===== config.mk =====
export PLATFORM = sky130hd
export DESIGN_NAME = store_trace_fifo_flat
export DESIGN_NICKNAME = d
export VERILOG_FILES = /design/src/rtl/store_trace_fifo_pkg.sv /design/src/rtl/store_trace_fifo_if.sv /design/src/rtl/store_trace_fifo_sync.sv /design/src/rtl/store_trace_fifo.sv /design/src/flat_wrapper.sv
export SDC_FILE = /design/constraint.sdc
export NUM_CORES = 1
export LEC_CHECK = 0
export ABC_CLOCK_PERIOD_IN_PS = 4000
export BUFFER_PORTS_ARGS = -buffer_cell sky130_fd_sc_hd__buf_2
export CAP_MARGIN = 20
export CORE_UTILIZATION = 55
export CTS_BUF_LIST = sky130_fd_sc_hd__clkbuf_4
export CTS_CLUSTER_SIZE = 10
export DETAILED_ROUTE_END_ITERATION = 7
export GPL_TIMING_DRIVEN = 1
export PLACE_DENSITY = 0.72
export SYNTH_ARGS = -nofsm -noshare
export SYNTH_HDL_FRONTEND = slang
export SYNTH_SLANG_ARGS = --single-unit
export TNS_END_PERCENT = 20

===== constraint.sdc =====
create_clock -name clk -period 4 [get_ports clk]
set_clock_uncertainty 0.05 [all_clocks]
set_input_delay 0.6 -clock clk [delete_from_list [all_inputs] [get_ports clk]]
set_output_delay 0.6 -clock clk [all_outputs]
set_load 0.02 [all_outputs]

===== src/rtl/store_trace_fifo_pkg.sv =====
// Shared types for the store trace buffer: one captured store = address, data, cycle stamp.
package store_trace_pkg;

  localparam int ADDR_W = 32;
  localparam int DATA_W = 32;
  localparam int TS_W   = 16;

  typedef struct packed {
    logic [ADDR_W-1:0] addr;
    logic [DATA_W-1:0] data;
    logic [TS_W-1:0]   stamp;
  } trace_entry_t;

endpackage


===== src/rtl/store_trace_fifo_if.sv =====
// Store-capture and trace-drain signals. The master side is the processor port plus the trace consumer.
interface store_trace_fifo_if #(
  parameter int TS_W = 16
) ();
  import store_trace_pkg::*;

  logic              memwrite;
  logic [ADDR_W-1:0] dataadr;
  logic [DATA_W-1:0] writedata;
  logic              trc_valid;
  logic              trc_ready;
  logic [ADDR_W-1:0] trc_addr;
  logic [DATA_W-1:0] trc_data;
  logic [TS_W-1:0]   trc_stamp;

  modport master (
    output memwrite, dataadr, writedata, trc_ready,
    input  trc_valid, trc_addr, trc_data, trc_stamp
  );

  modport slave (
    input  memwrite, dataadr, writedata, trc_ready,
    output trc_valid, trc_addr, trc_data, trc_stamp
  );

endinterface


===== src/rtl/store_trace_fifo_sync.sv =====
// Single-clock FIFO of trace entries; full/empty derive from an explicit occupancy count.
module trace_sync_fifo
  import store_trace_pkg::*;
#(
  parameter int DEPTH = 8
) (
  input  logic                     clk,
  input  logic                     reset,
  input  logic                     clr,
  input  logic                     push,
  input  logic                     pop,
  input  trace_entry_t             din,
  output trace_entry_t             dout,
  output logic                     full,
  output logic                     empty,
  output logic [$clog2(DEPTH):0]   count
);

  localparam int PTR_W = $clog2(DEPTH);
  localparam int CNT_W = PTR_W + 1;

  trace_entry_t     mem [DEPTH];
  logic [PTR_W-1:0] wr_ptr;
  logic [PTR_W-1:0] rd_ptr;
  logic             wr_en;
  logic             rd_en;

  assign full  = (count == CNT_W'(DEPTH));
  assign empty = (count == '0);
  assign rd_en = pop && !empty;
  // A full FIFO still accepts a push when the head leaves on the same edge.
  assign wr_en = push && (!full || rd_en);
  assign dout  = mem[rd_ptr];

  // NOTE: storage is reset too, so the stale head driven onto the trace outputs reads zero after reset.
  always_ff @(posedge clk or negedge reset) begin
    if (!reset) begin
      wr_ptr <= '0;
      rd_ptr <= '0;
      count  <= '0;
      for (int i = 0; i < DEPTH; i++) mem[i] <= '0;
    end else if (clr) begin
      wr_ptr <= '0;
      rd_ptr <= '0;
      count  <= '0;
    end else begin
      if (wr_en) begin
        mem[wr_ptr] <= din;
        wr_ptr      <= wr_ptr + PTR_W'(1);
      end
      if (rd_en) rd_ptr <= rd_ptr + PTR_W'(1);
      case ({wr_en, rd_en})
        2'b10:   count <= count + CNT_W'(1);
        2'b01:   count <= count - CNT_W'(1);
        default: count <= count;
      endcase
    end
  end

endmodule


===== src/rtl/store_trace_fifo.sv =====
// Captures processor stores with a cycle stamp into a drainable trace FIFO with loss reporting.
// Optional address window filter: define STORE_TRACE_ADDR_FILTER_EN.
module store_trace_fifo #(
  parameter int          DEPTH   = 8,
  parameter int          TS_W    = 16,
  parameter int          DROP_W  = 8,
  parameter logic [31:0] LO_ADDR = 32'h0000_0000,
  parameter logic [31:0] HI_ADDR = 32'hFFFF_FFFF
) (
  input  logic                   clk,
  input  logic                   reset,
  store_trace_fifo_if.slave      bus,
  input  logic                   clr,
  output logic [$clog2(DEPTH):0] count,
  output logic                   overflow,
  output logic [DROP_W-1:0]      drop_cnt
);
  import store_trace_pkg::*;

`ifdef STORE_TRACE_ADDR_FILTER_EN
  localparam bit FILTER_ON = 1'b1;
`else
  localparam bit FILTER_ON = 1'b0;
`endif

  logic [TS_W-1:0] stamp_q;
  logic            in_window;
  logic            push_req;
  logic            drop;
  logic            full;
  logic            empty;
  trace_entry_t    entry_in;
  trace_entry_t    head;

  // Zero-extended compare keeps the inclusive all-ones bound from reading as a constant.
  assign in_window = !FILTER_ON ||
                     (({1'b0, bus.dataadr} >= {1'b0, LO_ADDR}) &&
                      ({1'b0, bus.dataadr} <= {1'b0, HI_ADDR}));
  assign push_req  = bus.memwrite && in_window;
  assign drop      = push_req && full && !bus.trc_ready && !clr;
  assign entry_in  = '{addr: bus.dataadr, data: bus.writedata, stamp: stamp_q};

  trace_sync_fifo #(.DEPTH(DEPTH)) u_fifo (
    .clk   (clk),
    .reset (reset),
    .clr   (clr),
    .push  (push_req),
    .pop   (bus.trc_ready),
    .din   (entry_in),
    .dout  (head),
    .full  (full),
    .empty (empty),
    .count (count)
  );

  assign bus.trc_valid = !empty;
  assign bus.trc_addr  = head.addr;
  assign bus.trc_data  = head.data;
  assign bus.trc_stamp = head.stamp;

  // NOTE: sequential state uses non-blocking assignments so every register samples pre-edge values.
  always_ff @(posedge clk or negedge reset) begin
    if (!reset) stamp_q <= '0;
    else        stamp_q <= stamp_q + TS_W'(1);
  end

  always_ff @(posedge clk or negedge reset) begin
    if (!reset) begin
      overflow <= 1'b0;
      drop_cnt <= '0;
    end else if (clr) begin
      overflow <= 1'b0;
      drop_cnt <= '0;
    end else if (drop) begin
      overflow <= 1'b1;
      if (drop_cnt != '1) drop_cnt <= drop_cnt + DROP_W'(1);
    end
  end

endmodule


===== src/flat_wrapper.sv =====
// flat-port wrapper written by rule: the top's interface ports become plain ports
module store_trace_fifo_flat import store_trace_pkg::*;
#(
  parameter int          DEPTH   = 8,
  parameter int          TS_W    = 16,
  parameter int          DROP_W  = 8,
  parameter logic [31:0] LO_ADDR = 32'h0000_0000,
  parameter logic [31:0] HI_ADDR = 32'hFFFF_FFFF
)
  (clk, reset, clr, count, overflow, drop_cnt, bus_memwrite, bus_dataadr, bus_writedata, bus_trc_ready, bus_trc_valid, bus_trc_addr, bus_trc_data, bus_trc_stamp);
  store_trace_fifo_if #(.TS_W(TS_W)) bus_i ();
  input  logic clk;
  input  logic reset;
  input  logic clr;
  output logic [$clog2(DEPTH):0] count;
  output logic overflow;
  output logic [DROP_W-1:0] drop_cnt;
  input wire logic [$bits(bus_i.memwrite)-1:0] bus_memwrite;
  input wire logic [$bits(bus_i.dataadr)-1:0] bus_dataadr;
  input wire logic [$bits(bus_i.writedata)-1:0] bus_writedata;
  input wire logic [$bits(bus_i.trc_ready)-1:0] bus_trc_ready;
  output wire logic [$bits(bus_i.trc_valid)-1:0] bus_trc_valid;
  output wire logic [$bits(bus_i.trc_addr)-1:0] bus_trc_addr;
  output wire logic [$bits(bus_i.trc_data)-1:0] bus_trc_data;
  output wire logic [$bits(bus_i.trc_stamp)-1:0] bus_trc_stamp;
  assign bus_i.memwrite = bus_memwrite;
  assign bus_i.dataadr = bus_dataadr;
  assign bus_i.writedata = bus_writedata;
  assign bus_i.trc_ready = bus_trc_ready;
  assign bus_trc_valid = bus_i.trc_valid;
  assign bus_trc_addr = bus_i.trc_addr;
  assign bus_trc_data = bus_i.trc_data;
  assign bus_trc_stamp = bus_i.trc_stamp;
  store_trace_fifo #(.DEPTH(DEPTH), .TS_W(TS_W), .DROP_W(DROP_W), .LO_ADDR(LO_ADDR), .HI_ADDR(HI_ADDR)) u_core (.clk(clk), .reset(reset), .bus(bus_i), .clr(clr), .count(count), .overflow(overflow), .drop_cnt(drop_cnt));
endmodule

==> flow_summary_export.csv <==
group,metric,value,unit
sta,relSlewSlack,25.9,%
clock_tree,tritoncts,"done",
global_routing,grt_pass1_vias,19300,
route,drt_first_pass_iters,5,
worst_setup_path,crit_family,"multiplexers",
clock_tree,cts_buffers,178,
synthesis,synth-compound-area-share,0.593,%
clock_tree,cts-root-to-sink-buffers,3,
clock_tree,cts.sink_count,675,
route,routed_via_density,5.78,
route,vias,17300,
worst_setup_path,slowest_stage,"mux4_2",
pwr,ir_worst_vdd,0.359,mV
route,finalWirelength,64000,um
floorplanning,design.core.area,0.0540,mm^2
global_routing,overflow,0,
worst_setup_path,cp_max_fo,55,
global_routing,grtUsageMet2,39.9,%
synthesis,yosys.area.top_type,"dfrtp_1",
clock_tree,holdBufCountCts,69,
sta,setup_viol,0,
synthesis,synthAdderAreaFrac,0.249,%
clock_tree,clk_latency,0.98,ns
global_routing,track_usage,24.3,%
synthesis,ys_top_cells_by_area,"dfrtp_1 (56%), mux2_2 (25%), mux4_2 (12%), mux2_1 (2.2%), buf_2 (1.3%)",
global_routing,met3_usage,5.21,%
layout,fillers,3985,
synthesis,ys_types,42,
floorplanning,die-area,0.0558,mm^2
placement,pre_cts_ws,0.832,ns
worst_setup_path,critPathLaunchType,"register",
global_routing,antenna_found_initial,7,
worst_setup_path,r2r-start,"u_core.u_fifo.count[1]",
synthesis,synth-async-reset-ratio,100,%
layout,syn2layout_area_growth,15.4,%
synthesis,synth-edff-count,0,
synthesis,synth.avg_cell_area,16.5,um^2
sta,post-route-period-util,91.6,%
synthesis,syn-num-nets,1905,
worst_setup_path,arrival,3.01,ns
sta,setup_ws,0.336,ns
synthesis,ys_warn_count,0,
worst_setup_path,worstSetupPathType,"register to output pin",
worst_setup_path,cp.depth,4,
sta,rsz0062_at_grt,"false",
synthesis,synth_simple_gate_area_share,1.62,%
placement,dpl.cell_count,2596,
floorplanning,die_w,236,um
route,remaining_drc_errors,0,
global_routing,grtUsageMet1,31.8,%
route,drt_iter0_markers,737,
sta,hold_viol,0,
floorplanning,die-height,236,um
worst_setup_path,r2r_cells,6,
worst_setup_path,crit_chain,"buf_12, mux4_2, mux2_2, buf_2",
global_routing,grt.busiest_layer,"met2",
worst_setup_path,critPathBufInv,2,
flow_run,cap_viol_max_count,0,
floorplanning,io_pins,163,
synthesis,seq_area_frac_synth,55.9,%
worst_setup_path,setup.worst_path.start,"u_core.u_fifo.rd_ptr[0]",
sta,fmax,0.273,GHz
status,status,"complete, no violations",
global_routing,grt_start_max_net_pins,115,
synthesis,synth_top_cell_area_share,55.9,%
clock_tree,path_clk_slew,0.06,ns
worst_setup_path,crit_path_end_kind,"output pin",
clock_tree,post_cts_resized,0,
sta,worst_slew_pin_slew,1.11,ns
worst_setup_path,max_stage_delay,0.58,ns
synthesis,synth_seq_cells,675,
layout,stdcell_count,2987,
sta,fin_setup_tns,0,ns
clock_tree,h-tree-depth,4,
floorplanning,num_rows,85,
clock_tree,cts_root_buf,"clkbuf_4",
worst_setup_path,required,3.35,ns
synthesis,syn_area,0.0302,mm^2
placement,dp_hpwl,35400,um
clock_tree,cts_setup_buffers,0,
layout,multi_input_area,0.0127,mm^2
worst_hold_path,hold_path.class,"input pin to asynchronous set/reset pin",
sta,slew_viol_final,0,
pwr,p_per_area,585,mW/mm^2
layout,drive_gt1_share,57.9,%
global_routing,grt_pass1_wl,105000,um
synthesis,synth_mux_area_share,38.9,%
layout,regArea,0.0169,mm^2
layout,finalNetCount,2224,
pwr,p_leak,0.0167,uW
placement,port-buffer-count,162,
floorplanning,initial_core_util,55.9,%
synthesis,synth_top_family_by_area,"multiplexers",
synthesis,synthesis.instances,1830,
sta,min_period,3.66,ns
route,ant_nets,0,
placement,gp_congestion,0.757,
synthesis,synthFlopType,"dfrtp_1",
route,wl_per_cell,21.4,um
synthesis,synth_xor_area_share,0.580,%
layout,post-route-util,64.5,%
routing by layer:
layer	vias to the layer above	part of all wire (%)
met5	-	0.016
met4	2	1.7
met3	85	3.8
met2	317	50
met1	9198	44
li1	7650	-
worst register-to-register path: stages (launching register included):
cell and delay, ns:
dfrtp_1 0.53, nor3_4 0.12, a21oi_2 0.84, nand3_4 0.47, buf_12 0.35, buf_12 0.20
mux2_1 0.32
cells in the mapped netlist (6+ instances only):
cell      number
dfrtp_1      675
mux2_2       661
mux4_2       160
buf_2         81
mux2_1        60
clkbuf_1      45
xnor2_1       15
nand3_1       13
nor2_1        13
a21oi_1       11
nand2_1       11
inv_1         10
o21ai_0        7
ha_1           6
where the power goes:
group	internal [uW]	switching (uW)	leakage [uW]	total, uW
sequential	8130	657	0.00895	8790
clock	3270	2740	0.00136	6010
combinational	2990	2620	0.00636	5600
through the flow:
| stage | cell area [um^2] | power [uW] | hold WS, ns |
|---|---|---|---|
| final | 34800 | 20400 | 0.242 |
| after floorplan | 30200 | 12800 | 0.254 |
| after CTS | 34800 | 20700 | 0.201 |
| after detailed placement | 31900 | 14500 | 0.427 |
| after global routing | 34800 | 21600 | 0.254 |
| after global placement | 31900 | 14300 | 0.418 |
final timing paths:
kind                                           to  slack, ns
min                        u_core.u_fifo.mem[251]       0.24
max in group asynchronous  u_core.u_fifo.mem[232]       2.48
max                              bus_trc_addr[15]       0.34
min reg2reg                 u_core.u_fifo.mem[94]       0.44
max reg2reg                u_core.u_fifo.mem[173]       0.98
min in group clk            u_core.u_fifo.mem[94]       0.44
area by class of cell:
| type | instances | area share [%] |
|---|---|---|
| Sequential cell | 675 | 48.5 |
| Multi-Input combinational cell | 1013 | 36.4 |
| Timing Repair Buffer | 271 | 5.85 |
| Clock buffer | 266 | 5.73 |
| Tap cell | 696 | 2.50 |
| Clock inverter | 43 | 0.790 |
| Inverter | 10 | 0.108 |
| Antenna cell | 13 | 0.0934 |
cells in the final DEF (no fill, tap or decap), types with 2 or more instances in the layout:
| cell | n |
|---|---|
| dfrtp_1 | 672 |
| mux2_2 | 661 |
| clkbuf_4 | 266 |
| buf_2 | 161 |
| mux4_2 | 160 |
| dlygate4sd3_1 | 69 |
| mux2_1 | 60 |
| clkinv_1 | 29 |
| buf_4 | 22 |
| buf_12 | 18 |
| xnor2_1 | 15 |
| diode_2 | 13 |
| nand3_1 | 13 |
| nor2_1 | 13 |
| nand2_1 | 11 |
| inv_1 | 10 |
| a21oi_1 | 10 |
| o21ai_0 | 7 |
| ha_1 | 6 |
| nand4_1 | 5 |
| xor2_1 | 5 |
| nor2b_1 | 5 |
| inv_2 | 5 |
| nor3_1 | 4 |
| nand3_4 | 4 |
| or3_1 | 4 |
| bufinv_16 | 4 |
| clkinv_2 | 4 |
| nand2b_1 | 3 |
| dfrtp_4 | 3 |
| and3_1 | 2 |
| nand4b_4 | 2 |
| nand4_4 | 2 |
| mux2i_1 | 2 |
| o31ai_1 | 2 |
| or4_1 | 2 |
| o22ai_1 | 2 |
sequential cells by signal, summed over array words and instances (netlist names):
signal	cells
u_core.drop_cnt	8
u_core.overflow	1
u_core.stamp_q	16
u_core.u_fifo.count	4
u_core.u_fifo.mem	640
u_core.u_fifo.rd_ptr	3
u_core.u_fifo.wr_ptr	3
cell families after synthesis:
| logic type | after synthesis |
|---|---|
| XOR/XNOR | 20 |
| flip-flops | 675 |
| buffers and inverters | 142 |
| AO/OA/AOI/OAI | 29 |
| AND/OR/NAND/NOR | 75 |
| multiplexers | 883 |
| adder cells (fa/ha/maj) | 6 |
Note: power is estimated with default switching activity, not from simulation.
